==> src/rtl/line_fill_ctrl.sv <==
// line_fill_ctrl: loads a cache line from a synchronous-read RAM, returning the
// critical word first and wrapping within the line. It also handles
// single-word writes. The RAM address, write data and write enable are all
// registered.
module line_fill_ctrl #(
    parameter int AWIDTH = 3,
    parameter int DWIDTH = 32,
    parameter int LBITS  = 1
) (
    input  logic              clock,
    input  logic              reset,
    input  logic              req_valid,
    output logic              req_ready,
    input  logic              req_we,
    input  logic [AWIDTH-1:0] req_addr,
    input  logic [DWIDTH-1:0] req_wdata,
    output logic [AWIDTH-1:0] mem_addr,
    output logic [DWIDTH-1:0] mem_din,
    output logic              mem_we,
    input  logic [DWIDTH-1:0] mem_dout,
    output logic              fill_valid,
    input  logic              fill_ready,
    output logic [DWIDTH-1:0] fill_data,
    output logic [LBITS-1:0]  fill_idx,
    output logic              fill_last,
    output logic              wr_done
);

    typedef enum logic [1:0] {IDLE, RADDR, RDATA, WRITE} state_t;

    state_t           state, state_nxt;
    logic [LBITS-1:0] cnt;     // words already handed out in this fill
    logic             last;

    // The word offset lives in mem_addr's low bits. The critical word
    // therefore seeds it directly, and no separate offset register is kept.
    assign last       = (cnt == {LBITS{1'b1}});
    assign req_ready  = (state == IDLE);
    assign fill_valid = (state == RDATA);
    assign fill_data  = fill_valid ? mem_dout : '0;
    assign fill_idx   = fill_valid ? mem_addr[LBITS-1:0] : '0;
    assign fill_last  = fill_valid && last;
    assign wr_done    = (state == WRITE);

    // State register; reset aborts any fill or write in flight.
    always_ff @(posedge clock) begin
        if (reset) state <= IDLE;
        else       state <= state_nxt;
    end

    // Next-state: one address cycle plus one data cycle per word, and a
    // single-cycle write.
    always_comb begin
        state_nxt = state;
        case (state)
            IDLE:    if (req_valid) state_nxt = req_we ? WRITE : RADDR;
            RADDR:   state_nxt = RDATA;
            RDATA:   if (fill_ready) state_nxt = last ? IDLE : RADDR;
            WRITE:   state_nxt = IDLE;
            default: state_nxt = IDLE;
        endcase
    end

    // RAM-side registers and word counter. mem_addr is held through RDATA,
    // so the read data stays stable for as long as the consumer stalls.
    always_ff @(posedge clock) begin
        if (reset) begin
            mem_addr <= '0;
            mem_din  <= '0;
            mem_we   <= 1'b0;
            cnt      <= '0;
        end else begin
            case (state)
                IDLE: if (req_valid) begin
                    mem_addr <= req_addr;
                    if (req_we) begin
                        mem_din <= req_wdata;
                        mem_we  <= 1'b1;
                    end else begin
                        cnt <= '0;
                    end
                end
                WRITE: mem_we <= 1'b0;
                RDATA: if (fill_ready && !last) begin
                    // The offset wraps within the line; the line bits stay put.
                    mem_addr[LBITS-1:0] <= mem_addr[LBITS-1:0] + LBITS'(1);
                    cnt                 <= cnt + LBITS'(1);
                end
                default: ;
            endcase
        end
    end

endmodule

==> config.mk <==
export PLATFORM = sky130hd
export DESIGN_NAME = line_fill_ctrl
export DESIGN_NICKNAME = d
export VERILOG_FILES = /design/src/rtl/line_fill_ctrl.sv
export SDC_FILE = /design/constraint.sdc
export NUM_CORES = 1
export LEC_CHECK = 0
export BUFFER_PORTS_ARGS = -buffer_cell sky130_fd_sc_hd__buf_2
export CORE_MARGIN = 1.5
export CORE_UTILIZATION = 30
export DETAILED_ROUTE_END_ITERATION = 10
export GPL_ROUTABILITY_DRIVEN = 0
export PLACE_DENSITY_LB_ADDON = 0.25
export SLEW_MARGIN = 20
export SYNTH_ARGS = -nofsm -noshare
export SYNTH_HDL_FRONTEND = slang
export SYNTH_SLANG_ARGS = --single-unit
==> constraint.sdc <==
create_clock -name clock -period 1.2 [get_ports clock]
set_input_delay 0.12 -clock clock [delete_from_list [all_inputs] [get_ports clock]]
set_output_delay 0.12 -clock clock [all_outputs]
set_load 0.05 [all_outputs]
# Word level (Yosys, flattened, before mapping)
# Index checks and enable logic that the tools add are counted.
# word_totals
ff_bits	39
output_inout_bits	73
in_bits	72
elab_cells	45
# op_classes
reduce_logical	12
addsub	2
n_eq_ne	8
n_mux	17
# op_table
op	n
$mux W32	1
$mux W1	9
$reduce_and A3 Y1	3
$pmux W2 S4	1
$mux W2	3
$ne A2 B1 Y1 const B	3
$pmux W1 S2	3
$eq A2 B2 Y1 const B	2
$ne A2 B2 Y1 const B	2
$reduce_and A2 Y1	2
$reduce_and A4 Y1	1
$reduce_bool A2 Y1	2
$add A1 B1 Y1 const B	2
$eq A2 B1 Y1 const B	1
$logic_and A1 B1 Y1	2
$logic_not A2 Y1	1
$logic_not A1 Y1	1

# Logic depth before layout (Yosys ltp)
# Gate-level depths: netlist of run 1.
# depth
word_depth	4
mapped_depth	6
depth_no_buf	4

# Worst setup path after synthesis of run 1
# Ideal clock, no wire load.
# synth_timing
kind	register to output
start	reg state[0]
end	out fill_data[10]
n_path_buf	2
setup_slack_ns	-0.429
path_stages_with_launch	6
t_arrival_ns	1.509
required_time_ns	1.080
path_cell_list	dfxtp_1 -> buf_6 -> nand2b_1 -> inv_2 -> buf_2 -> and2_1
# synth_via
elab_chain_cells	2
# synth_rtl
element	line	text
start, declared	31	state_t state, state_nxt;
start signal, assigned	48	else state <= state_nxt;
$eq A2 B2 Y1	39	assign fill_valid = (state == RDATA);
via fill_valid	21	output logic fill_valid,
$mux W32	40	assign fill_data = fill_valid ? mem_dout : '0;
end, declared	23	output logic [DWIDTH-1:0] fill_data,
# The timed path passes the listed nets, and every way through them passes these cells.

# Final worst setup path of run 1
# layout_timing
start	reg state[0]
end	out fill_data[18]
# layout_via
elab_chain_cells	2
# layout_rtl
element	line
$eq A2 B2 Y1	39
$mux W32	40
# No other way between the ends.

==> results_dict.tcl, run 1 <==
set metrics [dict create \
    ir_worst_vdd_uv 595 \
    track_usage_pct 18.3 \
    yosys_most_used_dff "dfxtp_1" \
    fin_crit_sh_pct 118 \
    die_w_um 80.4 \
    crit_buf_inv 2 \
    synth_seq_cells 39 \
    wl_mm 6.06 \
    top_usage_layer "met2" \
    start_util_pct 30.7 \
    path_depth 4 \
    powerDensity_nw_per_um2 1130 \
    min_path_type "primary input to flop" \
    num-nets-final 446 \
    postSynthCellCount 216 \
    finalMaxSlewViolations 0 \
    status "complete, but fails checks" \
    worstPathRequired_ns 1.08 \
    rsz0062_at_grt "yes" \
    max_stage_delay_ns 0.35 \
    cap_viol_max_count 0 \
    rows 28 \
    die-height_um 80.4 \
    fin_ws_ns -0.216 \
    ios 145 \
    cts_buffers 5 \
    drc 0 \
    antenna_cells 0 \
    crit_type "flop to output pin" \
    die_area_um2 6460 \
    holdWs_ns 0.0622 \
    viasPerCell 4.43 \
    cp_cell_sequence "nand2b_4, inv_8, and2_2, buf_6" \
    synth_fp_nets 288 \
    synth_edf_count 0 \
    setup_viol 73 \
    hold_violations 0 \
    cp_slowest_cell "dfxtp_4" \
    dp_slack_ns -0.152 \
    use_met3_pct 5.80 \
    worstMarginPinSlew_ns 0.403 \
    ys_types 25 \
    whs_path_depth 3 \
    first_global_vias 1853 \
    yosysWarnings 0 \
    violations "negative setup slack" \
    critPathTopFamily "simple AND/OR/NAND/NOR gates" \
    drive_above_1_share_pct 74.1 \
    cp.arrival_ns 1.30 \
    final_antenna_net_count 0 \
    period_needed_ns 1.42 \
    h-tree-depth 2 \
    r2r_cells 7 \
    grt_util_met2_pct 30.3 \
    synthesis.area_um2 1800 \
    grt-ovfl-total 0 \
    clockBufferDepth 2 \
    place_inst 429 \
    syn_to_final_growth_pct 96.4 \
    grt_pass1_wl_mm 9.05 \
    via_count 1994 \
    drt_iter0_markers 49 \
    crit_fanout 16 \
    ctsHoldBuffers 0 \
    io_buffers 144 \
    clkSinkCount 39 \
    wl_per_cell_um 13.5 \
    cp-start-kind "flop" \
    core_area_um2 5850 \
    max_freq_mhz 706 \
    gr-usage-met1_pct 22.4 \
    antenna_found_initial 0 \
    final_cells 450 \
    slew_headroom_pct 73.1 \
    avgSynthCellArea_um2 8.32 \
    cts_tree "done" \
    async_flop_share_pct 0 \
    yosysSeqAreaShare_pct 43.5 \
    clk_pin_slew_ns 0.07 \
    cp-end-kind "output pin" \
    finClkSkew_ns 0.00196 \
    drt_pass1_iterations 4 \
    hpwl_mm 3.60 \
    leakagePower_uw 0.00166 \
    ctsRootBufferMaster "clkbuf_8" \
    insertion_delay_ns 0.28 \
    grt_max_degree 25 \
]
## kinds of logic after synthesis
logic type | Yosys count | share of synthesized area, %
AND/OR/NAND/NOR | 116 | 31.2
AO/OA/AOI/OAI | 39 | 17.8
flip-flops | 39 | 43.5
buffers and inverters | 20 | 6.48
multiplexers | 2 | 1.11
## through the flow
step / total power (uW) / utilization, % / instance area, um2 / setup TNS [ns]
after detailed placement: 2710 / 46.3 / 2710 / -5.97
after global placement: 2700 / 46.3 / 2710 / -4.21
final: 3980 / 60.3 / 3530 / -11.81
after global routing: 4200 / 60.3 / 3530 / -17.02
after CTS: 3900 / 57.1 / 3340 / -11.60
after floorplan: 2380 / - / 1890 / -1.18
## repair_timing
action,CTS,global route
gates cloned,4,1
pin swaps,2,17
setup endpoints to repair,73,76
setup buffers,8,0
gates resized for setup,127,50
endpoints found under the hold margin,0,0
## routing by layer
metal | vias up | share of wire (%)
met5 | - | 0
met4 | 0 | 0.99
met3 | 6 | 6.1
met2 | 69 | 52
met1 | 913 | 41
li1 | 1006 | -
## placed cells by master (no fill, tap or decap), types with 3 or more instances in the layout
cell	instances
a21oi_1	3
a21oi_2	33
and2_2	10
and2_4	22
buf_12	5
buf_2	107
buf_4	7
buf_6	19
buf_8	25
clkbuf_8	5
dfxtp_1	36
inv_1	3
nand2_1	39
nand2_2	16
nand2_4	9
nor2_1	6
nor2_4	3
## worst register-to-register path, delay by kind of cell, from the launching register on
| kind | cells | cell delay [ns] |
|---|---|---|
| simple gates | 2 | 0.34 |
| flops | 1 | 0.35 |
| compound gates | 1 | 0.10 |
| buf+inv | 4 | 0.53 |
## synth_stat cells, types with 2 or more instances
cell,count,share of area [%]
dfxtp_1,39,43
nand2_1,64,13
clkbuf_1,4,0.84
a21oi_2,30,15
inv_1,3,0.63
nor2_1,9,1.9
a21oi_1,6,1.7
buf_2,5,1.4
nor4bb_1,2,1.1
and2_1,33,11
nor3_1,3,0.84
mux2i_1,2,1.1
buf_6,4,2.5
## area by class of cell
type | count | area [um2]
Clock buffer | 7 | 76.3
Multi-Input combinational cell | 157 | 1170
Clock inverter | 1 | 5.00
Sequential cell | 39 | 790
Fill cell | 502 | 2320
Timing Repair inverter | 1 | 11.3
Tap cell | 75 | 93.8
Timing Repair Buffer | 166 | 1360
Inverter | 4 | 27.5
## report_power, final
| group | leakage, uW | internal, uW | total [uW] | switching (uW) |
|---|---|---|---|---|
| Combinational | 0.00130 | 696 | 1700 | 1000 |
| Clock | 0.0000422 | 408 | 855 | 447 |
| Sequential | 0.000320 | 1380 | 1420 | 48.7 |
## state kept, by name, indices dropped and copies added, names as in the netlist
name / flops
mem_we: 1
state: 2
cnt: 1
mem_din: 32
mem_addr: 3
## worst paths after layout
path | slack [ns] | start | end
hold reg to reg | 0.46 | mem_din[2]$_SDFFE_PP0P_ | mem_din[2]$_SDFFE_PP0P_
setup / recovery | -0.22 | state[0]$_SDFFE_PP0P_ | fill_data[18]
hold / removal | 0.06 | req_wdata[8] | mem_din[8]$_SDFFE_PP0P_
setup reg to reg | -0.18 | state[0]$_SDFFE_PP0P_ | mem_din[19]$_SDFFE_PP0P_
No activity file was read; power rests on OpenSTA's default activity.
==> inputs of run 2 (changes only) <==
CORE_ASPECT_RATIO = 1.1   (was not set)
CORE_UTILIZATION = 35   (was 30)
==> run 2 against run 1 <==
Against the previous run: the run still ends with negative setup slack left; sequential power is essentially flat; global-route usage grew 2.2 points; first-iteration DRC count shrank 16%; clock power grew 2%; critical path type unchanged; critical endpoint is now fill_data[29]; largest cell class unchanged; largest power group unchanged.
==> results_dict.tcl, run 2 (synthesis gave the netlist of run 1 again) <==
set metrics [dict create \
    reg_top3 "mem_din (32), mem_addr (3), state (2)" \
    antenna_found_initial 0 \
    die_area_um2 5570 \
    cts_tree "done" \
    holdWs_ns 0.0563 \
    rr_endpoint "mem_din[2]$_SDFFE_PP0P_" \
    setup_viol 69 \
    crit_fanout 18 \
    die-height_um 78.1 \
    cap_viol_max_count 0 \
    ctsRootBufferMaster "clkbuf_8" \
    core_area_um2 4970 \
    fin_crit_sh_pct 115 \
    hpwl_mm 3.77 \
    drt_pass1_iterations 4 \
    wl_mm 5.74 \
    wl_per_cell_um 13.3 \
    regToRegSetupSlack_ns -0.14 \
    drive_above_1_share_pct 74.6 \
    r2r_cells 6 \
    io_buffers 144 \
    cp-start-kind "flop" \
    syn_to_final_growth_pct 89.4 \
    num-nets-final 445 \
    viasPerCell 4.71 \
    clk_pin_slew_ns 0.08 \
    final_cells 432 \
    ctsHoldBuffers 0 \
    final_antenna_net_count 0 \
    ir_worst_vdd_uv 615 \
    use_met3_pct 5.91 \
    antenna_cells 0 \
    ios 145 \
    hold_violations 0 \
    max_freq_mhz 726 \
    largest-register "mem_din" \
    largest_reg_flops 32 \
    insertion_delay_ns 0.29 \
    powerDensity_nw_per_um2 1150 \
    rows 27 \
    drc 0 \
    via_count 2034 \
    gr-usage-met1_pct 21.9 \
    fin_ws_ns -0.176 \
    clockBufferDepth 2 \
    min_path_type "primary input to flop" \
    cts_buffers 5 \
    status "complete, but fails checks" \
    worstPathRequired_ns 1.08 \
    top_usage_layer "met2" \
    grt-ovfl-total 0 \
    rr_startpoint "state[1]$_SDFFE_PP0P_" \
    whs_path_depth 3 \
    whs_endpoint "mem_din[25]$_SDFFE_PP0P_" \
    leakagePower_uw 0.00163 \
    place_inst 416 \
    power_uw 3900 \
    h-tree-depth 2 \
    first_global_vias 2042 \
    cp.arrival_ns 1.26 \
    grt_util_met2_pct 38.1 \
    period_needed_ns 1.38 \
    grt_max_degree 33 \
    worstMarginPinSlew_ns 0.425 \
    finalMaxSlewViolations 0 \
    grt_pass1_wl_mm 9.16 \
    hold_start "req_wdata[25]" \
    cp-end-kind "output pin" \
    track_usage_pct 20.5 \
    start_util_pct 36.2 \
    rsz0062_at_grt "yes" \
    drt_iter0_markers 41 \
    final_common_cell "buf_2" \
    slew_headroom_pct 71.7 \
    clkSinkCount 39 \
    finClkSkew_ns 0.00836 \
    violations "negative setup slack" \
    final_cell_mix "buf_2, nand2_1, dfxtp_1" \
    die_w_um 71.3 \
    crit_type "flop to output pin" \
]
run 2: cell types whose count changed in the layout (fill, tap and decap cells not counted), sizes merged:
cell / change
clkinvlp: +1
buf: -1
clkbuf: -1
run 2: layer usage:
metal	wire, um	vias to the layer above
met2	3080	87
met5	0	-
met3	438	6
met4	68	0
met1	2150	938
li1	-	1003
run 2: worst max-delay path by stage:
stage                                from                       end  slack [ns]  cells after the start
CTS                 state[0]$_SDFFE_PP0P_             fill_data[31]       -0.18                      4
finish              state[0]$_SDFFE_PP0P_             fill_data[29]       -0.18                      4
floorplan           state[0]$_SDFFE_PP0P_             fill_data[18]       -0.06                      5
global route        state[0]$_SDFFE_PP0P_             fill_data[29]       -0.22                      4
global placement    state[1]$_SDFFE_PP0P_  mem_din[16]$_SDFFE_PP0P_       -0.09                      5
detailed placement  state[1]$_SDFFE_PP0P_  mem_din[10]$_SDFFE_PP0P_       -0.14                      5
run 2: cell type report:
class	instances	area, um2
clock buffer	6	72.6
clock inverter	2	12.5
fill	401	1560
inverter	4	22.5
multi-input combinational	157	1160
sequential	39	788
tap	58	72.6
timing repair buffer	165	1260
timing repair inverter	1	11.3
run 2: critical path, stage by stage, from the launching register on:
cell,delay (ns)
dfxtp_2,0.34
nand2b_4,0.20
inv_8,0.07
and2_2,0.21
buf_6,0.15
run 2: power by group:
part | switching (uW) | internal, uW | leakage (uW)
Clock | 462 | 406 | 0.0000412
Sequential | 44.4 | 1380 | 0.000320
Combinational | 981 | 629 | 0.00127
Total | 1490 | 2410 | 0.00163
run 2: per-stage QoR:
stage	TNS, ns	setup slack [ns]	area (um2)	util [%]
finish	-9.01	-0.176	3400	68.5
detailed placement	-4.70	-0.140	2720	54.8
global placement	-2.64	-0.0856	2720	54.8
floorplan	-1.18	-0.0602	1890	-
CTS	-8.82	-0.178	3220	64.8
global route	-13.45	-0.221	3400	68.5
run 2: timing repair:
action | 4_1_cts | 5_1_grt
resized for setup | 114 | 43
pin swaps | 3 | 32
buffers inserted | 3 | 1
endpoints found under the setup margin | 73 | 72
gates cloned | 3 | 1
